==> src/rtl/esm_slot_scheduler.sv <==
// ---------------------------------------------------------------------------
// esm_slot_scheduler
//
// Slot controller for the ESM dependency core (IRT/IDT). A free buffer slot is
// handed to every dispatched instruction (alloc_index becomes the core's
// buffer_index). The block tracks which slots are occupied and which have been
// issued. It round-robin selects one dependency-clear slot per issue
// handshake, and retires slots on completion reports.
//
// Ports
//   clk          rising-edge clock
//   rst          asynchronous active-low reset
//   flush        synchronous flush of all slots (highest priority)
//   in_valid     dispatch presents an instruction this cycle
//   in_ready     a free slot exists and no flush is in progress
//   alloc_index  slot given to the current dispatch (lowest free slot)
//   rdy_vec      per-slot "all sources resolved" from the dependency table
//   issue_valid  issue_index holds a selected slot
//   issue_ready  execute unit accepts the issue
//   issue_index  slot being issued
//   cmpl_valid   execute completion report
//   cmpl_index   slot that completed
//   occ_count    number of occupied slots
//   full         every slot is occupied
//   empty        no slot is occupied
//   err          sticky protocol error (bad completion), cleared only by reset
// ---------------------------------------------------------------------------
module esm_slot_scheduler #(
   parameter int bs = 16
) (
   input  logic                      clk,
   input  logic                      rst,
   input  logic                      flush,
   input  logic                      in_valid,
   output logic                      in_ready,
   output logic [$clog2(bs)-1:0]     alloc_index,
   input  logic [bs-1:0]             rdy_vec,
   output logic                      issue_valid,
   input  logic                      issue_ready,
   output logic [$clog2(bs)-1:0]     issue_index,
   input  logic                      cmpl_valid,
   input  logic [$clog2(bs)-1:0]     cmpl_index,
   output logic [$clog2(bs):0]       occ_count,
   output logic                      full,
   output logic                      empty,
   output logic                      err
);

   localparam int bs_bits = $clog2(bs);

   // ------------------------------------------------------------------
   // State
   // ------------------------------------------------------------------
   logic [bs-1:0]      occ_reg,         occ_next;
   logic [bs-1:0]      iss_reg,         iss_next;
   logic [bs_bits-1:0] rr_ptr_reg,      rr_ptr_next;
   logic               issue_valid_reg, issue_valid_next;
   logic [bs_bits-1:0] issue_index_reg, issue_index_next;
   logic               err_reg,         err_next;

   // ------------------------------------------------------------------
   // Occupancy decode
   // ------------------------------------------------------------------
   logic [bs_bits:0]   occ_cnt;
   logic [bs_bits-1:0] alloc_idx;

   always_comb begin
      occ_cnt = '0;
      for (int i = 0; i < bs; i++) begin
         occ_cnt = occ_cnt + (bs_bits + 1)'(occ_reg[i]);
      end
   end

   // The scan runs from the top down, so the last hit is the lowest free slot.
   // When every slot is taken nothing hits and the index stays 0.
   always_comb begin
      alloc_idx = '0;
      for (int i = bs - 1; i >= 0; i--) begin
         if (!occ_reg[i]) begin
            alloc_idx = bs_bits'(i);
         end
      end
   end

   assign occ_count   = occ_cnt;
   assign full        = (occ_cnt == (bs_bits + 1)'(bs));
   assign empty       = (occ_cnt == '0);
   assign in_ready    = !full && !flush;
   assign alloc_index = alloc_idx;
   assign issue_valid = issue_valid_reg;
   assign issue_index = issue_index_reg;
   assign err         = err_reg;

   // ------------------------------------------------------------------
   // Handshakes
   // ------------------------------------------------------------------
   logic alloc_fire;
   logic fire;
   logic issue_load;
   logic cmpl_ok;

   assign alloc_fire = in_valid && in_ready;
   assign fire       = issue_valid_reg && issue_ready && !flush;
   assign issue_load = !issue_valid_reg || issue_ready;
   // A slot that is being fired this cycle still has iss=0, so a completion
   // for it in the same cycle is rejected here as a protocol error.
   assign cmpl_ok    = occ_reg[cmpl_index] && iss_reg[cmpl_index];

   // ------------------------------------------------------------------
   // Candidate vector. The slot in the issue register is masked out so that
   // it cannot be selected a second time while it is held or firing.
   // ------------------------------------------------------------------
   logic [bs-1:0] held;
   logic [bs-1:0] cand;

   generate
      for (genvar gi = 0; gi < bs; gi++) begin : g_cand
         assign held[gi] = issue_valid_reg && (issue_index_reg == bs_bits'(gi));
         assign cand[gi] = occ_reg[gi] && !iss_reg[gi] && rdy_vec[gi] && !held[gi];
      end
   endgenerate

   // ------------------------------------------------------------------
   // Round-robin pick: the first candidate at or after the search pointer,
   // wrapping modulo bs (bs is a power of two, so the index simply rolls
   // over). On a fire, the search starts just past the slot that is leaving.
   // That is the pointer value the fire itself installs, which keeps
   // back-to-back issue fair.
   // ------------------------------------------------------------------
   logic [bs_bits-1:0] search_ptr;
   logic [bs_bits-1:0] probe_idx;
   logic [bs_bits-1:0] sel_idx;
   logic               sel_found;

   assign search_ptr = fire ? (issue_index_reg + bs_bits'(1)) : rr_ptr_reg;

   always_comb begin
      sel_found = 1'b0;
      sel_idx   = issue_index_reg;
      probe_idx = '0;
      for (int k = 0; k < bs; k++) begin
         probe_idx = search_ptr + bs_bits'(k);
         if (!sel_found && cand[probe_idx]) begin
            sel_found = 1'b1;
            sel_idx   = probe_idx;
         end
      end
   end

   // ------------------------------------------------------------------
   // Next-state logic
   // ------------------------------------------------------------------
   always_comb begin
      occ_next         = occ_reg;
      iss_next         = iss_reg;
      rr_ptr_next      = rr_ptr_reg;
      issue_valid_next = issue_valid_reg;
      issue_index_next = issue_index_reg;
      err_next         = err_reg;

      if (flush) begin
         // Dispatch, fire and completion are all dropped. err survives.
         occ_next         = '0;
         iss_next         = '0;
         rr_ptr_next      = '0;
         issue_valid_next = 1'b0;
      end else begin
         // Completion, allocation and fire always touch distinct slots:
         // completion needs occ=1/iss=1, allocation needs occ=0, and the
         // fired slot has occ=1/iss=0. The updates therefore never collide.
         if (cmpl_valid) begin
            if (cmpl_ok) begin
               occ_next[cmpl_index] = 1'b0;
               iss_next[cmpl_index] = 1'b0;
            end else begin
               err_next = 1'b1;
            end
         end

         if (alloc_fire) begin
            occ_next[alloc_idx] = 1'b1;
            iss_next[alloc_idx] = 1'b0;
         end

         if (fire) begin
            iss_next[issue_index_reg] = 1'b1;
            rr_ptr_next               = issue_index_reg + bs_bits'(1);
         end

         if (issue_load) begin
            issue_valid_next = sel_found;
            if (sel_found) begin
               issue_index_next = sel_idx;
            end
         end
      end
   end

   // ------------------------------------------------------------------
   // State registers
   // ------------------------------------------------------------------
   always_ff @(posedge clk or negedge rst) begin
      if (!rst) begin
         occ_reg         <= '0;
         iss_reg         <= '0;
         rr_ptr_reg      <= '0;
         issue_valid_reg <= 1'b0;
         issue_index_reg <= '0;
         err_reg         <= 1'b0;
      end else begin
         occ_reg         <= occ_next;
         iss_reg         <= iss_next;
         rr_ptr_reg      <= rr_ptr_next;
         issue_valid_reg <= issue_valid_next;
         issue_index_reg <= issue_index_next;
         err_reg         <= err_next;
      end
   end

endmodule
==> config.mk <==
export PLATFORM = sky130hd
export DESIGN_NAME = esm_slot_scheduler
export DESIGN_NICKNAME = d
export VERILOG_FILES = /design/src/rtl/esm_slot_scheduler.sv
export SDC_FILE = /design/constraint.sdc
export NUM_CORES = 1
export LEC_CHECK = 0
export BUFFER_PORTS_ARGS = -buffer_cell sky130_fd_sc_hd__buf_2
export CORE_MARGIN = 1.5
export CORE_UTILIZATION = 60
export CTS_BUF_LIST = sky130_fd_sc_hd__clkbuf_8 sky130_fd_sc_hd__clkbuf_16
export DETAILED_ROUTE_END_ITERATION = 8
export PLACE_DENSITY = 0.8
export SLEW_MARGIN = 20
export SYNTH_ARGS = -nofsm -noshare
export SYNTH_HDL_FRONTEND = slang
export SYNTH_SLANG_ARGS = --single-unit
==> constraint.sdc <==
create_clock -name clk -period 9.4 [get_ports clk]
set_clock_uncertainty 0.1 [all_clocks]
set_input_delay 1.88 -clock clk [delete_from_list [all_inputs] [get_ports clk]]
set_output_delay 1.88 -clock clk [all_outputs]
set_load 0.005 [all_outputs]
# After elaboration in Yosys (flattened, before gate mapping)
# Cells that the tools add are included.
# classes
addsub	31
n_lt_le_gt_ge	22
eq_ne	16
n_mux	106
bitwise	9
reduce_logical	144
# op_table
operator	n
$mux 16	12
$mux 4	34
$lt 4x5->1 const B	19
$logic_and 1x1->1	87
$bmux 1 s4	18
$add 5x1->5	11
$logic_not 1->1	50
$and 16x16->16	3
$mux 1	39
$add 4x4->4 const B	8
$eq 4x4->1 const B	8
$not 16->16	2
$or 16x16->16	2
$add 4x3->4 const B	4
$eq 4x3->1 const B	4
$reduce_bool 16->1	1
$demux 1 s4	3
$ge 4x1->1 const B	3
$add 4x1->4 const B	2
$add 4x2->4 const B	2
$eq 4x2->1 const B	2
$add 4x1->5	1
$eq 5x5->1 const B	1
$logic_not 5->1	1
other kinds (10)	11
# totals
reg_bits	42
inputBits	26
out_inout_bits	18
wordCells	334

# Longest topological paths before layout
# Gate-level depths: netlist of the first run.
# logic_depth
word_depth	54
ltp_mapped	21
ltp_nobuf	21

# Worst setup path after synthesis of the first run
# Ideal clock, no wire load.
# synth_path
path_type	input -> register
start	input flush
end	register issue_index_reg[3], in the netlist issue_index[3]
setup_ps	82
t_arrival_ps	5907
required_time_ps	9218
setup_slack_ps	3311
cell_stages	18
path_buffers	2
cell_sequence	buf_4 nand3b_4 mux2i_1 inv_2 buf_1 ha_1 and4b_1 mux2i_1 nand4_1 o22a_1 a21o_1 a211oi_2 o21ba_2 nand2_1 o32a_1 o311ai_1 or3b_1 a31oi_1
# synth_between
elab_chain_len	52
elab_cells_between_ends	115
classes_between	add/sub: 15; mux: 65; bitwise: 1; reduce/logical: 34
# synth_rtl
item	line	rtl
from (decl)	33	input logic flush,
branches (longest 52 deep; another with $add 4x1->4)	--	
to (signal assigned)	215	issue_index_reg <= issue_index_next;
to (decl)	58	logic [bs_bits-1:0] issue_index_reg, issue_index_next;
# Parallel ways; which one is timed is not known. The select of a mux whose other input is x is not followed.
# A chain may end at the register's enable or synchronous reset.

# Worst setup path after layout of the first run
# layout_path
start	input flush
end	register issue_index_reg[1], in the netlist issue_index[1]
# The elaborated chain is that of the path after synthesis.

==> summary.json, run 1 <==
{
  "placeableCoreArea_um2": 8720,
  "cts_root_buf": "sky130_fd_sc_hd__clkbuf_8",
  "slowest_stage": "sky130_fd_sc_hd__a31oi_1",
  "area.growth.synth_to_final_pct": 6.52,
  "avgSynthCellArea_um2": 7.92,
  "layout.cells.non_filler": 820,
  "clkTransAtPathRegs_ns": 0.09,
  "cts_tree": "done",
  "fin_tns_setup_ns": 0,
  "drt_iter0_markers": 784,
  "cts_setup_buffers": 0,
  "crit_path_max_incr_delay_ns": 0.57,
  "grt_start_max_net_pins": 43,
  "antennaDiodeCount": 0,
  "grt_use_total_pct": 40.3,
  "maxSlewViolCount": 0,
  "wire_length_of_the_first_global_routing_pass_um": 30400,
  "yosys-top-cells-area": "sky130_fd_sc_hd__dfrtp_1, sky130_fd_sc_hd__nand2_1, sky130_fd_sc_hd__mux2i_1",
  "initial_utilization_pct": 62.1,
  "synth_top_area_share_pct": 19.4,
  "die_footprint_um2": 9600,
  "power.density_cell_area_nw_per_um2": 249,
  "ys_async_sr_fraction_pct": 100,
  "dieWidth_um": 98.0,
  "via_count": 5932,
  "detail_route.wl_per_cell_um": 23.5,
  "grt_antenna_before_repair": 0,
  "post_synthesis_cell_area_um2": 5410,
  "period_needed_ns": 7.23,
  "post_cts_resized": 0,
  "power.switching_fraction_pct": 54.8,
  "synth-warning-count": 0,
  "worst_setup_sp_type": "primary input",
  "worstPathArrival_ns": 7.33,
  "setup_viol": 0,
  "place.detailed.hpwl_um": 15000,
  "setup.worst_path.class": "primary input to register",
  "synth_top_cell_by_area": "sky130_fd_sc_hd__dfrtp_1",
  "run_status": "finished, final reports clean",
  "net_count_final": 757,
  "fin_hold_ws_ns": 0.380,
  "gp_congestion": 1.05,
  "finalCoreUtilization_pct": 66.1,
  "min_delay_path_depth": 1,
  "rsz_0062_raised_after_global_routing": "no",
  "timing.critical_path.required_ns": 9.50,
  "grt.overflow.total": 0,
  "synthesis_stage_register_bit_count": 42,
  "fmax_ghz": 0.138,
  "timing.max_cap.violations": 0,
  "cts-buffers-inserted": 5,
  "portBuffers": 43,
  "insertion_delay_ns": 0.31,
  "synth_edf_count": 0,
  "grt_pass1_vias": 5649,
  "antenna_violating_nets_post_route": 0,
  "worst_pin_slew_ns": 0.964,
  "yosys.cell_types.count": 84,
  "sequential_fraction_of_the_synthesis_area_pct": 19.4,
  "synth_cells": 683,
  "switchingPower_w": 0.000785,
  "count_of_placed_standard_cells_including_taps": 812,
  "comb_power_share_pct": 72.5,
  "worst_hold_path_type": "register to register",
  "drive_gt1_share_pct": 15.2,
  "worstSetupEndpointType": "register",
  "firstDrtPassIters": 5,
  "r2r_cells": 16,
  "dieHeight_um": 98.0,
  "i_o_pin_count": 44,
  "cts_hold_repair.buffers": 0,
  "routed_wl_um": 19300,
  "max_root_sink_buffers": 2,
  "critical_path_peak_fanout": 31,
  "std_cell_rows": 34,
  "report.final.hold_viol_count": 0,
  "post_drt_via_cell_ratio": 7.23,
  "multi_input_comb_area_um2": 4110,
  "crit_path_cell_trace": "buf_2, nand3b_4, mux2i_4, buf_4, inv_1, ha_1, and4b_1, mux2i_1, nand3_1, mux4_2, mux2i_2, a21oi_1, o211ai_4, nor3_2, a31oi_1, o211ai_1, o31ai_1",
  "leakage_nw": 2.37,
  "fill_cells": 793,
  "final_min_period_over_clock_period_pct": 76.9,
  "slew-limit-headroom_pct": 33.9,
  "totalPowerFinal_w": 0.00143,
  "int_pwr_w": 0.000648,
  "synthFlopType": "sky130_fd_sc_hd__dfrtp_1",
  "post_route_drc": 0,
  "cts_num_sinks": 42,
  "ff_latch_area_um2": 1050,
  "cts.htree.levels": 2,
  "seq_power_share_pct": 17.2,
  "synthesis.nets": 729,
  "p_clk_share_pct": 10.3,
  "ir_drop_v": 0.000177
}
[layout by cell type, fill, tap and decap left out, types with 5 or more instances in the layout]
cell,instances
sky130_fd_sc_hd__nor2b_1,11
sky130_fd_sc_hd__mux4_2,10
sky130_fd_sc_hd__a21oi_1,41
sky130_fd_sc_hd__nor3b_1,5
sky130_fd_sc_hd__dfrtp_1,42
sky130_fd_sc_hd__inv_1,30
sky130_fd_sc_hd__mux2_2,16
sky130_fd_sc_hd__nor4_1,6
sky130_fd_sc_hd__a31oi_1,10
sky130_fd_sc_hd__fa_1,10
sky130_fd_sc_hd__o211ai_1,10
sky130_fd_sc_hd__nor3_1,9
sky130_fd_sc_hd__a22o_1,6
sky130_fd_sc_hd__clkbuf_8,5
sky130_fd_sc_hd__nand3_1,26
sky130_fd_sc_hd__and2_1,10
sky130_fd_sc_hd__nand4_1,15
sky130_fd_sc_hd__nor2_1,53
sky130_fd_sc_hd__a21o_1,8
sky130_fd_sc_hd__nand2_1,99
sky130_fd_sc_hd__a2bb2oi_1,5
sky130_fd_sc_hd__mux2i_1,34
sky130_fd_sc_hd__buf_2,42
sky130_fd_sc_hd__o21ai_0,41
sky130_fd_sc_hd__o22ai_1,16
sky130_fd_sc_hd__a211oi_1,19
sky130_fd_sc_hd__xnor2_1,11
sky130_fd_sc_hd__nand2b_1,12
sky130_fd_sc_hd__ha_1,10
[through the flow]
step | setup WS, ns | instance area [um2]
2_1_floorplan | 3.31 | 5410
3_3_place_gp | 2.33 | 5650
3_5_place_dp | 2.05 | 5650
4_1_cts | 2.35 | 5760
5_1_grt | 1.84 | 5760
6_report | 2.17 | 5760
[worst max-delay path: cells and delay by family]
family                   cells  cell delay [ns]
AND/OR/NAND/NOR              4             1.01
buffers and inverters        3             1.13
multiplexers                 4             1.46
adder cells (fa/ha/maj)      1             0.31
AO/OA/AOI/OAI                5             1.49
[logic make-up (layout without fill, tap and decap cells)]
kind of cell    after synthesis  in the layout  synth area share, %
compound gates              201            201                 25.3
xor+xnor                     16             16                 3.01
fa+ha+maj                    20             20                 6.01
buf+inv                      57             86                 4.65
flops                        42             42                 19.4
mux                          64             64                 15.1
simple gates                283            283                 26.5
[Yosys cell counts (all sizes together) (7+ instances only)]
cell / number
a211oi: 21
a21o: 8
a21oi: 42
a31oi: 10
and2: 10
buf: 12
clkbuf: 13
dfrtp: 42
fa: 10
ha: 10
inv: 31
mux2: 16
mux2i: 38
mux4: 10
nand2: 99
nand2b: 12
nand3: 26
nand4: 15
nor2: 53
nor2b: 11
nor3: 11
nor4: 7
o211ai: 11
o21ai: 43
o22ai: 16
xnor2: 14
[area by class of cell]
class	count	share of cell area (%)
clock buffer	5	1.19
sequential	42	18.2
inverter	32	2.08
tap	108	2.34
clock inverter	3	0.695
multi-input combinational	584	71.3
timing repair buffer	46	4.17
[path summary, 6_finish.rpt]
path	startpoint	to	slack (ns)
worst min register to register	err	err	0.38
min in group asynchronous	rst	occ_reg[5]	1.45
worst max-delay path	flush	issue_index[1]	2.17
worst max register to register	issue_valid	issue_index[1]	3.62
worst min-delay path	err	err	0.38
max in group asynchronous	rst	occ_reg[2]	7.36
[per-layer routing]
layer / up-vias / routed length (um) / share of wire [%] / global-route usage (%)
met5: - / 0 / 0 / 0
met1: 2777 / 7670 / 40 / 57.7
li1: 2617 / - / - / -
met2: 473 / 8160 / 42 / 60.0
met3: 65 / 2960 / 15 / 11.9
met4: 0 / 502 / 2.6 / 10.0
[power by group through the flow]
stage                     registers (W)  clock network [W]  logic (W)
after detailed placement       0.000249                  0   0.000992
final                          0.000247           0.000147    0.00104
after CTS                      0.000245           0.000147   0.000997
after global placement         0.000246                  0   0.000987
after global routing           0.000250           0.000155    0.00111
after floorplan                0.000223                  0   0.000772
Power figures use the tool's default switching activity.
==> run 2: changes to the inputs <==
--- a/config.mk
+++ b/config.mk
@@ -7,10 +7,10 @@
 export LEC_CHECK = 0
 export BUFFER_PORTS_ARGS = -buffer_cell sky130_fd_sc_hd__buf_2
 export CORE_MARGIN = 1.5
-export CORE_UTILIZATION = 60
+export CORE_UTILIZATION = 56
 export CTS_BUF_LIST = sky130_fd_sc_hd__clkbuf_8 sky130_fd_sc_hd__clkbuf_16
 export DETAILED_ROUTE_END_ITERATION = 8
-export PLACE_DENSITY = 0.8
+export PLACE_DENSITY = 0.78
 export SLEW_MARGIN = 20
 export SYNTH_ARGS = -nofsm -noshare
 export SYNTH_HDL_FRONTEND = slang
==> constraint.sdc (replaced) <==
create_clock -name clk -period 6 [get_ports clk]
set_clock_uncertainty 0.1 [all_clocks]
set_input_delay 1.2 -clock clk [delete_from_list [all_inputs] [get_ports clk]]
set_output_delay 1.2 -clock clk [all_outputs]
set_load 0.005 [all_outputs]
==> run 2 against run 1 <==
Net effect: sequential cell count did not move; hold slack improved by 0.019 ns; critical path depth fell by 3; via count increased by 1.3%; clock power is 29% higher; cell count up 4.6%; first-iteration DRC count decreased by 2.9%; non-clock buffer count increased by 17; sequential power is 54% higher; register-to-register slack worse by 2.9 ns; die area grew 6.9%; wire length rose by 1.4%.
==> summary.json, run 2 (same netlist as run 1, synthesis figures left out) <==
{
  "antenna_violating_nets_post_route": {"value": 0, "change": "unchanged"},
  "count_of_placed_standard_cells_including_taps": {"value": 847, "change": "+4.3%"},
  "setup.worst_path.class": "register to output port",
  "cts-buffers-inserted": {"value": 5, "change": "unchanged"},
  "leakage": {"value": 2.44, "unit": "nW", "change": "+2.9%"},
  "post_route_drc": {"value": 0, "change": "unchanged"},
  "grt.overflow.total": {"value": 0, "change": "unchanged"},
  "std_cell_rows": {"value": 35, "change": "+2.9%"},
  "layout.cells.non_filler": {"value": 858, "change": "+4.6%"},
  "area.growth.synth_to_final_pct": 9.13,
  "wire_length_of_the_first_global_routing_pass": {"value": 30100, "unit": "um", "change": "-1.0%"},
  "dieHeight": {"value": 101, "unit": "um", "change": "+3.4%"},
  "finalCoreUtilization": {"value": 63.6, "unit": "%", "change": "-2.5 points"},
  "timing.critical_path.required": {"value": 4.70, "unit": "ns", "change": "-4.80 ns"},
  "worst_hold_path_type": "register to register",
  "critical_path_peak_fanout": {"value": 4, "change": "-87%"},
  "power.density_cell_area": {"value": 372, "unit": "nW/um2", "change": "+50%"},
  "r2r_cells": {"value": 16, "change": "unchanged"},
  "drive_gt1_share": {"value": 18.0, "unit": "%", "change": "+2.8 points"},
  "grt_pass1_vias": {"value": 5558, "change": "-1.6%"},
  "gp_congestion": {"value": 1.05, "change": "-0.28%"},
  "report.final.hold_viol_count": {"value": 0, "change": "unchanged"},
  "grt_use_total": {"value": 38.5, "unit": "%", "change": "-1.9 points"},
  "worstPathArrival": {"value": 4.54, "unit": "ns", "change": "-2.79 ns"},
  "period_needed_ns": 5.84,
  "net_count_final": {"value": 774, "change": "+2.2%"},
  "cts_root_buf": "sky130_fd_sc_hd__clkbuf_8",
  "initial_utilization": {"value": 58.3, "unit": "%", "change": "-3.8 points"},
  "cts.htree.levels": {"value": 2, "change": "unchanged"},
  "post_drt_via_cell_ratio": {"value": 7.01, "change": "-3.2%"},
  "run_status": "finished, final reports clean",
  "most_common_cell_after_layout_fill_and_taps_aside": "sky130_fd_sc_hd__nand2_1",
  "portBuffers": {"value": 43, "change": "unchanged"},
  "cts_tree": "done",
  "drt_iter0_markers": {"value": 761, "change": "-2.9%"},
  "clkTransAtPathRegs": {"value": 0.10, "unit": "ns", "change": "about the same"},
  "grt_antenna_before_repair": {"value": 0, "change": "unchanged"},
  "die_footprint": {"value": 10300, "unit": "um2", "change": "+6.9%"},
  "placeableCoreArea": {"value": 9280, "unit": "um2", "change": "+6.5%"},
  "layout.cells.most_common_list": "sky130_fd_sc_hd__nand2_1, sky130_fd_sc_hd__nor2_1, sky130_fd_sc_hd__buf_2",
  "routed_wl": {"value": 19600, "unit": "um", "change": "+1.4%"},
  "fmax_ghz": 0.171,
  "fin_hold_ws": {"value": 0.399, "unit": "ns", "change": "+0.0189 ns"},
  "insertion_delay": {"value": 0.31, "unit": "ns", "change": "about the same"},
  "i_o_pin_count": {"value": 44, "change": "unchanged"},
  "final_min_period_over_clock_period_pct": 97.4,
  "worst_setup_sp_type": "register",
  "rrSetupSlack": {"value": 0.77, "unit": "ns", "change": "-2.85 ns"},
  "place.detailed.hpwl": {"value": 15500, "unit": "um", "change": "+2.9%"},
  "ir_drop": {"value": 0.000327, "unit": "V", "change": "+85%"},
  "antennaDiodeCount": {"value": 0, "change": "unchanged"},
  "worstSetupEndpointType": "output port",
  "cts_hold_repair.buffers": {"value": 0, "change": "unchanged"},
  "dieWidth": {"value": 101, "unit": "um", "change": "+3.4%"},
  "detail_route.wl_per_cell": {"value": 22.8, "unit": "um", "change": "-3.1%"},
  "rsz_0062_raised_after_global_routing": "no",
  "timing.max_cap.violations": {"value": 0, "change": "unchanged"},
  "max_root_sink_buffers": {"value": 2, "change": "unchanged"},
  "fin_tns_setup": {"value": 0, "unit": "ns", "change": "unchanged"},
  "cts_num_sinks": {"value": 42, "change": "unchanged"},
  "min_delay_path_depth": {"value": 1, "change": "unchanged"},
  "worst_pin_slew": {"value": 0.817, "unit": "ns", "change": "-0.147 ns"},
  "firstDrtPassIters": {"value": 6, "change": "+1"},
  "slew-limit-headroom": {"value": 45.0, "unit": "%", "change": "+11 points"},
  "via_count": {"value": 6011, "change": "+1.3%"},
  "maxSlewViolCount": {"value": 0, "change": "unchanged"},
  "setup_viol": {"value": 0, "change": "unchanged"},
  "grt_start_max_net_pins": {"value": 43, "change": "unchanged"}
}
run 2: cell types whose count changed in the layout (fill, tap and decap cells not counted), sizes merged:
cell / before / now
bufinv: 1 / 0
buf: 46 / 63
inv: 31 / 32
run 2: where the power goes:
part           total [W]  leakage, nW  internal (W)  switching, W
Clock           0.000189       0.0493     0.0000807      0.000108
Sequential      0.000380        0.560      0.000311     0.0000684
Combinational    0.00163         1.83      0.000608       0.00102
run 2: final cells by class:
class | count | area (um2)
multi-input cells | 584 | 4110
fillers | 844 | 3380
flip-flops and latches | 42 | 1060
repair buffers | 63 | 368
well taps | 129 | 161
inverters | 32 | 120
clock buffers | 5 | 68.8
clock inverters | 3 | 17.5
run 2: per-stage QoR:
stage,total power [W],instance area (um2),setup slack [ns]
5_1_grt,0.00232,5910,0.0213
3_5_place_dp,0.00195,5780,0.355
2_1_floorplan,0.00156,5410,0.591
4_1_cts,0.00215,5870,0.0496
3_3_place_gp,0.00194,5780,0.466
6_report,0.00220,5910,0.159
run 2: worst paths after layout:
| kind | start | endpoint |
|---|---|---|
| max | occ_reg[0] | in_ready |
| min | err | err |
| max reg2reg | issue_index[0] | issue_index[2] |
| min reg2reg | err | err |
| max in group asynchronous | rst | occ_reg[5] |
| min in group asynchronous | rst | iss_reg[15] |
run 2: repair_timing:
| action | 4_1_cts | 5_1_grt |
|---|---|---|
| setup endpoints to repair | 0 | 2 |
| hold endpoints to repair | 0 | 0 |
| resized for setup | 0 | 7 |
| buffers inserted | 0 | 3 |
run 2: critical path, stage by stage (launching register included):
cell and delay, ns:
sky130_fd_sc_hd__dfrtp_2 0.46, sky130_fd_sc_hd__fa_1 0.58, sky130_fd_sc_hd__inv_1 0.06, sky130_fd_sc_hd__fa_1 0.46
sky130_fd_sc_hd__fa_1 0.54, sky130_fd_sc_hd__fa_1 0.42, sky130_fd_sc_hd__inv_1 0.07, sky130_fd_sc_hd__ha_1 0.17
sky130_fd_sc_hd__inv_1 0.06, sky130_fd_sc_hd__fa_1 0.48, sky130_fd_sc_hd__inv_1 0.05, sky130_fd_sc_hd__or4_1 0.55
sky130_fd_sc_hd__nor2_2 0.12, sky130_fd_sc_hd__nor2_1 0.06, sky130_fd_sc_hd__buf_2 0.14
run 2: layer usage:
metal  wire (um)  global-route usage [%]  vias to the layer above
li1            -                       -                     2641
met1        7660                    51.7                     2824
met2        8570                    60.9                      464
met3        2460                    7.94                       82
met4         871                    15.5                        0
met5           0                       0                        -
==> run 3: changes to the inputs <==
--- a/config.mk
+++ b/config.mk
@@ -8,9 +8,8 @@
 export BUFFER_PORTS_ARGS = -buffer_cell sky130_fd_sc_hd__buf_2
 export CORE_MARGIN = 1.5
 export CORE_UTILIZATION = 56
-export CTS_BUF_LIST = sky130_fd_sc_hd__clkbuf_8 sky130_fd_sc_hd__clkbuf_16
 export DETAILED_ROUTE_END_ITERATION = 8
-export PLACE_DENSITY = 0.78
+export PLACE_DENSITY_LB_ADDON = 0.2
 export SLEW_MARGIN = 20
 export SYNTH_ARGS = -nofsm -noshare
 export SYNTH_HDL_FRONTEND = slang
==> run 3 against run 2 <==
Net effect: sequential power is 3% lower; register-to-register slack got worse by 0.10 ns; die area unchanged; design area hardly changed; wire length decreased by 4.5%; combinational power rose by 2%; critical path depth unchanged; cell count shrank 0.12%; critical path type unchanged; largest cell class unchanged; highest routed layer unchanged.
==> summary.json, run 3 (same netlist as run 1, synthesis figures left out) <==
{
  "run_status": "finished, final reports clean",
  "antenna_violating_nets_post_route": {"value": 0, "change": "unchanged"},
  "initial_utilization": {"value": 58.3, "unit": "%", "change": "unchanged"},
  "clkTransAtPathRegs": {"value": 0.09, "unit": "ns", "change": "about the same"},
  "fin_hold_ws": {"value": 0.393, "unit": "ns", "change": "-0.00575 ns"},
  "start_point_of_the_worst_min_delay_path": "err",
  "gp_congestion": {"value": 1.10, "change": "+4.7%"},
  "most_common_cell_after_layout_fill_and_taps_aside": "sky130_fd_sc_hd__nand2_1",
  "leakage": {"value": 2.43, "unit": "nW", "change": "-0.58%"},
  "critical_path_cell_count": {"value": 14, "change": "unchanged"},
  "fill_cells": {"value": 861, "change": "+2.0%"},
  "worst_hold_path_type": "register to register",
  "worstPathArrival": {"value": 4.51, "unit": "ns", "change": "-0.03 ns"},
  "critical_path_peak_fanout": {"value": 5, "change": "+1"},
  "r2r_cells": {"value": 18, "change": "+2"},
  "detail_route.wl_per_cell": {"value": 21.8, "unit": "um", "change": "-4.4%"},
  "antennaDiodeCount": {"value": 0, "change": "unchanged"},
  "maxSlewViolCount": {"value": 0, "change": "unchanged"},
  "grt_start_max_net_pins": {"value": 43, "change": "unchanged"},
  "grt_pass1_vias": {"value": 5652, "change": "+1.7%"},
  "drive_gt1_share": {"value": 18.0, "unit": "%", "change": "+0.025 points"},
  "timing.critical_path.max_delay_family": "adder cells",
  "finalCoreUtilization": {"value": 63.7, "unit": "%", "change": "about the same"},
  "post_route_drc": {"value": 0, "change": "unchanged"},
  "grt.overflow.total": {"value": 0, "change": "unchanged"},
  "period_needed": {"value": 5.81, "unit": "ns", "change": "-0.0313 ns"},
  "worst_pin_slew": {"value": 1.19, "unit": "ns", "change": "+0.370 ns"},
  "insertion_delay": {"value": 0.31, "unit": "ns", "change": "about the same"},
  "fmax": {"value": 0.172, "unit": "GHz", "change": "+0.54%"},
  "critical_path.n_buffers_inverters": {"value": 5, "change": "unchanged"},
  "reg2reg_to": "issue_index[2]",
  "report.final.hold_viol_count": {"value": 0, "change": "unchanged"},
  "cts_num_sinks": {"value": 42, "change": "unchanged"},
  "dieWidth": {"value": 101, "unit": "um", "change": "unchanged"},
  "cts_tree": "done",
  "timing.max_cap.violations": {"value": 0, "change": "unchanged"},
  "multi_input_comb_area": {"value": 4120, "unit": "um2", "change": "+0.27%"},
  "i_o_pin_count": {"value": 44, "change": "unchanged"},
  "ir_drop": {"value": 0.000269, "unit": "V", "change": "-18%"},
  "setup.worst_path.class": "register to output port",
  "routed_wl": {"value": 18700, "unit": "um", "change": "-4.5%"},
  "grt_use_total": {"value": 37.9, "unit": "%", "change": "-0.63 points"},
  "slowest_stage": "sky130_fd_sc_hd__fa_1",
  "die_footprint": {"value": 10300, "unit": "um2", "change": "unchanged"},
  "place.detailed.hpwl": {"value": 14700, "unit": "um", "change": "-4.9%"},
  "crit_path_max_incr_delay": {"value": 0.60, "unit": "ns", "change": "+0.02 ns"},
  "ff_latch_area": {"value": 1060, "unit": "um2", "change": "-0.24%"},
  "setup_viol": {"value": 0, "change": "unchanged"},
  "net_count_final": {"value": 774, "change": "unchanged"},
  "rrSetupSlack": {"value": 0.67, "unit": "ns", "change": "-0.10 ns"},
  "post_drt_via_cell_ratio": {"value": 6.90, "change": "-1.5%"},
  "placeableCoreArea": {"value": 9280, "unit": "um2", "change": "unchanged"},
  "firstDrtPassIters": {"value": 6, "change": "unchanged"},
  "comb_power_share": {"value": 74.9, "unit": "%", "change": "+0.8 points"},
  "worstSetupEndpointType": "output port",
  "timing.critical_path.required": {"value": 4.70, "unit": "ns", "change": "about the same"},
  "crit_path_cell_trace": "fa_1, inv_1, fa_1, fa_1, fa_1, inv_1, ha_2, inv_1, fa_1, inv_1, or4_4, nor2_4, nor2_1, buf_2",
  "worst_setup_sp_type": "register",
  "switchingPower": {"value": 0.00121, "unit": "W", "change": "+1.2%"},
  "cts_root_buf": "sky130_fd_sc_hd__clkbuf_8",
  "area.growth.synth_to_final": {"value": 9.20, "unit": "%", "change": "about the same"},
  "min_delay_worst_endpoint": "err",
  "cts-buffers-inserted": {"value": 5, "change": "unchanged"},
  "min_delay_path_depth": {"value": 1, "change": "unchanged"},
  "int_pwr": {"value": 0.00102, "unit": "W", "change": "+1.7%"},
  "max_root_sink_buffers": {"value": 2, "change": "unchanged"},
  "power.density_cell_area": {"value": 377, "unit": "nW/um2", "change": "+1.3%"},
  "final_min_period_over_clock_period": {"value": 96.8, "unit": "%", "change": "-0.52 points"},
  "portBuffers": {"value": 43, "change": "unchanged"},
  "power.switching_fraction": {"value": 54.3, "unit": "%", "change": "-0.12 points"},
  "std_cell_rows": {"value": 35, "change": "unchanged"},
  "grt_antenna_before_repair": {"value": 0, "change": "unchanged"},
  "dieHeight": {"value": 101, "unit": "um", "change": "unchanged"},
  "seq_power_share": {"value": 16.6, "unit": "%", "change": "-0.7 points"},
  "crit_top_cell": "sky130_fd_sc_hd__fa_1",
  "layout.cells.most_common_list": "sky130_fd_sc_hd__nand2_1, sky130_fd_sc_hd__nor2_1, sky130_fd_sc_hd__buf_2",
  "wire_length_of_the_first_global_routing_pass": {"value": 30000, "unit": "um", "change": "-0.16%"},
  "via_count": {"value": 5916, "change": "-1.6%"},
  "cts.htree.levels": {"value": 2, "change": "unchanged"},
  "slew-limit-headroom": {"value": 20.3, "unit": "%", "change": "-25 points"},
  "p_clk_share": {"value": 8.5, "unit": "%", "change": "about the same"},
  "rr_startpoint": "issue_index[0]",
  "drt_iter0_markers": {"value": 834, "change": "+9.6%"}
}
-- run 3: stage by stage --
stage / cells / setup slack, ns / setup TNS [ns] / power, W / area, um2
floorplan: 683 / 0.591 / 0 / 0.00156 / 5410
global placement: 846 / 0.426 / 0 / 0.00194 / 5780
detailed placement: 846 / 0.231 / 0 / 0.00197 / 5780
CTS: 853 / 0.0222 / 0 / 0.00216 / 5860
global route: 857 / -0.000191 / -0.000191 / 0.00236 / 5910
finish: 857 / 0.190 / 0 / 0.00223 / 5910
-- run 3: worst max-delay path by stage --
stage | from | endpoint | slack (ns)
finish | occ_reg[1] | in_ready | 0.19
global placement | flush | issue_index[2] | 0.43
detailed placement | flush | issue_index[1] | 0.23
floorplan | flush | issue_index[3] | 0.59
CTS | occ_reg[0] | in_ready | 0.02
global route | occ_reg[1] | in_ready | -0.0002
-- run 3: layout make-up --
| cell class | instances | area share (%) |
|---|---|---|
| clock buffers | 5 | 1.16 |
| clock inverters | 2 | 0.254 |
| inverters | 32 | 2.03 |
| multi-input cells | 584 | 69.8 |
| flip-flops and latches | 42 | 17.9 |
| well taps | 129 | 2.73 |
| repair buffers | 63 | 6.18 |
-- run 3: power groups by stage --
stage	Combinational [W]	Clock, W	Sequential [W]
floorplan	0.00121	0	0.000350
global placement	0.00156	0	0.000373
detailed placement	0.00159	0	0.000375
CTS	0.00160	0.000187	0.000369
global route	0.00178	0.000198	0.000376
finish	0.00167	0.000189	0.000370
-- run 3: timing repair --
action	in CTS	in global routing
buffers inserted	0	4
endpoints found under the setup margin	0	3
gates resized for setup	0	8
hold buffers	0	0
-- run 3: layer usage --
layer / wire, um / up-vias / track usage (%)
met5: 0 / - / 0
met4: 524 / 0 / 10.9
met3: 2430 / 67 / 9.25
met2: 7580 / 424 / 53.8
met1: 8140 / 2776 / 56.8
li1: - / 2649 / -
-- run 3: worst register-to-register path: cells and delay by family (launching register included) --
family,cells,cell delay (ns)
AOI/OAI and AO/OA,7,1.80
and+or+nand+nor,4,1.30
muxes,2,0.62
adders and majority gates,2,0.60
buffers and inverters,3,0.42
DFF,1,0.36
